[config.mk]
export PLATFORM = sky130hd
export DESIGN_NAME = shift_ring_counter
export DESIGN_NICKNAME = d
export VERILOG_FILES = /design/src/rtl/shift_ring_counter.sv
export SDC_FILE = /design/constraint.sdc
export NUM_CORES = 1
export LEC_CHECK = 0
export CORE_MARGIN = 10
export CORE_UTILIZATION = 40
export CTS_CLUSTER_SIZE = 10
export DETAILED_ROUTE_END_ITERATION = 16
export GPL_TIMING_DRIVEN = 0
export PLACE_DENSITY = 0.77
export RECOVER_POWER = 25
export SETUP_SLACK_MARGIN = 0.1
export SLEW_MARGIN = 5
export SYNTH_ARGS = -nofsm -noshare
export SYNTH_HDL_FRONTEND = slang
export SYNTH_SLANG_ARGS = --single-unit
[constraint.sdc]
create_clock -name clk -period 2.3 [get_ports clk]
set_clock_uncertainty 0.1 [all_clocks]
set_input_delay 0.23 -clock clk [delete_from_list [all_inputs] [get_ports clk]]
set_output_delay 0.23 -clock clk [all_outputs]
set_load 0.01 [all_outputs]
[src/rtl/shift_ring_counter.sv]
// Ring / Johnson shift counter with load, direction and wrap pulse.
// Ports: clk, rst (async high), en, dir, mode, load, load_val -> count, wrap, err.
// Optional macro SHIFT_RING_COUNTER_SELFCORRECT_EN enables illegal-state
// correction with an err pulse; without it err is tied to 0.
module shift_ring_counter #(
  parameter int WIDTH = 8
) (
  input  logic             clk,
  input  logic             rst,
  input  logic             en,
  input  logic             dir,
  input  logic             mode,
  input  logic             load,
  input  logic [WIDTH-1:0] load_val,
  output logic [WIDTH-1:0] count,
  output logic             wrap,
  output logic             err
);

  localparam logic [WIDTH-1:0] RING_SEED =
    {1'b1, {(WIDTH-1){1'b0}}};
  localparam logic [WIDTH-1:0] JOHN_SEED = '0;

  logic [WIDTH-1:0] count_q, count_d;
  logic             mode_q, mode_d;
  logic             wrap_q, wrap_d;
  logic [WIDTH-1:0] seed_in;
  logic [WIDTH-1:0] seed_q;
  logic [WIDTH-1:0] step_val;

  assign seed_in = mode   ? JOHN_SEED : RING_SEED;
  assign seed_q  = mode_q ? JOHN_SEED : RING_SEED;

  always_comb begin
    step_val = count_q;
    unique case ({mode_q, dir})
      2'b00: step_val = {count_q[WIDTH-2:0], count_q[WIDTH-1]};
      2'b01: step_val = {count_q[0], count_q[WIDTH-1:1]};
      2'b10: step_val = {count_q[WIDTH-2:0], ~count_q[WIDTH-1]};
      2'b11: step_val = {~count_q[0], count_q[WIDTH-1:1]};
      default: step_val = count_q;
    endcase
  end

`ifdef SHIFT_RING_COUNTER_SELFCORRECT_EN
  logic             err_q, err_d;
  logic             legal;
  logic [WIDTH-2:0] edges;

  // A Johnson state has at most one 0/1 boundary between neighbours.
  assign edges = count_q[WIDTH-1:1] ^ count_q[WIDTH-2:0];

  always_comb begin
    if (mode_q) legal = ($countones(edges) <= 1);
    else        legal = ($countones(count_q) == 1);
  end
`endif

  always_comb begin
    count_d = count_q;
    mode_d  = mode_q;
    wrap_d  = 1'b0;
`ifdef SHIFT_RING_COUNTER_SELFCORRECT_EN
    err_d   = 1'b0;
`endif
    if (mode != mode_q) begin
      count_d = seed_in;
      mode_d  = mode;
    end else if (load) begin
      count_d = load_val;
`ifdef SHIFT_RING_COUNTER_SELFCORRECT_EN
    end else if (!legal) begin
      count_d = seed_q;
      err_d   = 1'b1;
`endif
    end else if (en) begin
      count_d = step_val;
      wrap_d  = (step_val == seed_q);
    end
  end

  always_ff @(posedge clk or posedge rst) begin
    if (rst) begin
      count_q <= RING_SEED;
      mode_q  <= 1'b0;
      wrap_q  <= 1'b0;
    end else begin
      count_q <= count_d;
      mode_q  <= mode_d;
      wrap_q  <= wrap_d;
    end
  end

`ifdef SHIFT_RING_COUNTER_SELFCORRECT_EN
  always_ff @(posedge clk or posedge rst) begin
    if (rst) err_q <= 1'b0;
    else     err_q <= err_d;
  end
  assign err = err_q;
`else
  assign err = 1'b0;
`endif

  assign count = count_q;
  assign wrap  = wrap_q;

endmodule

==> qor.txt <==
Syn Nets -> 91
register bit total from synthesis -> 10
Cell Chain, Critical Path -> clkdlybuf4s50_1
drt initial violations -> 7
reg2reg path depth -> 3
Nets -> 116
Core Util, Final -> 59.4%
Via Count -> 628
adder-cell share of the synthesized area -> 0%
register area -> 251 µm²
drt pass-1 iters -> 4
final hold vios -> 0
proportion of synthesized area in mux cells -> 9.27%
Hold Path Class -> in -> reg
DR WL/cell -> 15.5 µm
peak supply drop -> 0.319 mV
vias per std cell -> 5.37
area grow syn2layout -> 39.6%
Synth cell types -> 26
drt drc -> 0
maximum buffer depth of the clock tree -> 2
sequential-to-total area share from yosys stat -> 38.8%
most common cell after layout, fill and taps aside -> clkdlybuf4s50_1
RD Place Congestion -> 0.794
Fill cells -> 141
share of cells above drive strength 1 -> 10.9%
DIE AREA -> 3630 µm²
Critical R2R Launch -> mode_q
Resized Gates After CTS -> 0
Rows -> 14
Die Y -> 60.3 µm
status -> finished clean
pre-CTS setup slack -> 0.541 ns
critical path class -> reg -> out
RR Endpoint -> wrap
CP endpoint -> count[7]
Setup Fix Bufs, Post-CTS -> 0
number of buffers created by CTS -> 3
initial antenna violation count -> 0
later-pin clock latency in the skew report -> 0.28 ns
Initial Util -> 42.5%
post-route ant nets -> 0
fin crit share -> 76.8%
final setup margin -> 0.533 ns
R2R setup slack -> 0.82 ns
area of the core -> 1520 µm²
Yosys Warn Count -> 0
# clock sinks -> 10
Synth Instances -> 77
Setup crit start kind -> flip-flop
Worst Setup End Kind -> primary output
post-DP HPWL -> 1.26 mm
sum of buffers and inverters on the critical path -> 1
H-Tree Depth -> 1
commonest cells after routing, fill and taps aside -> clkdlybuf4s50_1 (19), nor2_1 (17), dfrtp_1 (9)
vias in the first global route -> 646
CP max stage delay -> 0.60 ns
largest net degree at the start of global routing -> 11
gr usage total -> 10.4%
Post-CTS Hold Buffers -> 0
Worst Setup SP -> count[7]
Clk pin slew, worst setup/hold paths -> 0.07 ns
WL final -> 1.81 mm
Final Max Tran Viols -> 0
min cycle time layout -> 1.77 ns
Arrival @ worst endpoint -> 1.44 ns
largest family of logic cells by synthesized area -> simple AND/OR/NAND/NOR gates
critical path depth -> 1
total grt overflow -> 0
Ant. Diodes -> 0
crit-path leading delay family -> flip-flops
Synth Area in Simple Gates -> 21.6%
Compound-Gate Fraction of Synth Area -> 19.1%
syn avg cell area -> 8.42 µm²
power per cell area -> 574 nW/µm²
I/O Pins -> 24
data required time of the critical path -> 1.97 ns
FMAX -> 0.566 GHz
maxcap violations -> 0
CTS tree -> built
number of endpoints failing setup at the final stage -> 0
CP max-delay cell -> dfstp_2
root buffer cell -> clkbuf_4
XOR/XNOR Fraction of Synth Area -> 3.86%
Die X -> 60.3 µm
first-pass GRT wire length -> 2.93 mm
RSZ-0062 raised after global routing -> false
cell leakage power -> 0.000385 µW
Netlist Area Pre-Place -> 648 µm²
post-route setup TNS -> 0 ns
multi-input logic area -> 353 µm²
crit-path max FO -> 7
port bufs -> 20
[synth_stat cells]
master / n / area (µm²)
a311oi_1: 1 / 8.76
nor4_1: 1 / 6.26
clkbuf_1: 3 / 11.3
dfstp_2: 1 / 26.3
xor2_2: 1 / 16.3
o22ai_1: 2 / 12.5
a21oi_1: 6 / 30.0
nor2_1: 17 / 63.8
nand2b_1: 2 / 12.5
dfrtp_1: 9 / 225
nor3_2: 1 / 10.0
a211oi_1: 6 / 45.0
o21ai_0: 1 / 5.00
nor2b_1: 2 / 12.5
a31oi_1: 1 / 6.26
buf_2: 2 / 10.0
nand2_1: 4 / 15.0
nor3_1: 1 / 5.00
mux2i_1: 6 / 60.1
buf_4: 2 / 15.0
inv_1: 2 / 7.51
or4_1: 2 / 15.0
xnor2_1: 1 / 8.76
a22o_1: 1 / 8.76
a22oi_1: 1 / 7.51
conb_1: 1 / 3.75
[stage by stage]
step / total power (µW) / hold WS (ns) / area [µm²] / std cells
after CTS: 519 / 0.152 / 905 / 117
final: 519 / 0.253 / 905 / 117
after floorplan: 288 / -0.0305 / 648 / 77
after global placement: 351 / 0.438 / 868 / 113
after detailed placement: 353 / 0.446 / 868 / 113
after global routing: 545 / 0.268 / 905 / 117
[layout make-up]
class                           count  share of cell area [%]
Buffer                              7                    4.01
Inverter                            2                   0.830
Clock buffer                        4                    4.01
Sequential cell                    10                    27.8
Timing Repair Buffer               20                    22.1
Multi-Input combinational cell     58                    39.0
Tap cell                           16                    2.21
[cell families (layout without fill, tap and decap cells)]
family | after synthesis | in the layout
and+or+nand+nor | 30 | 30
other | 1 | 1
DFF | 10 | 10
xor gates and xnor gates | 2 | 2
muxes | 6 | 6
AOI/OAI and AO/OA | 19 | 19
buffers and inverters | 9 | 33
[routing by layer]
| metal | GRT usage, % | share of wire [%] | vias to the layer above |
|---|---|---|---|
| met1 | 12.5 | 45 | 287 |
| met3 | 4.03 | 9.2 | 5 |
| met4 | 4.81 | 1.9 | 0 |
| met5 | 0 | 0 | - |
| li1 | - | - | 315 |
| met2 | 15.7 | 44 | 21 |
[sequential cells by signal (all words and copies together), names as in the netlist]
name	count
count	8
mode_q	1
wrap	1
[where the power goes]
group / internal (µW) / switching [µW] / total [µW]
Combinational: 74.5 / 62.9 / 137
Clock: 96.4 / 71.6 / 168
Sequential: 191 / 22.7 / 214
Total: 362 / 157 / 519
[worst min-delay path by stage]
stage / from / to / slack, ns / cells past startpoint
after floorplan: rst / count[0] / -0.03 / 1
after detailed placement: rst / wrap / 0.45 / 2
after CTS: rst / count[4] / 0.15 / 2
final: load / wrap / 0.25 / 3
after global routing: load / wrap / 0.27 / 3
after global placement: rst / wrap / 0.44 / 2
Power figures use the tool's default switching activity.
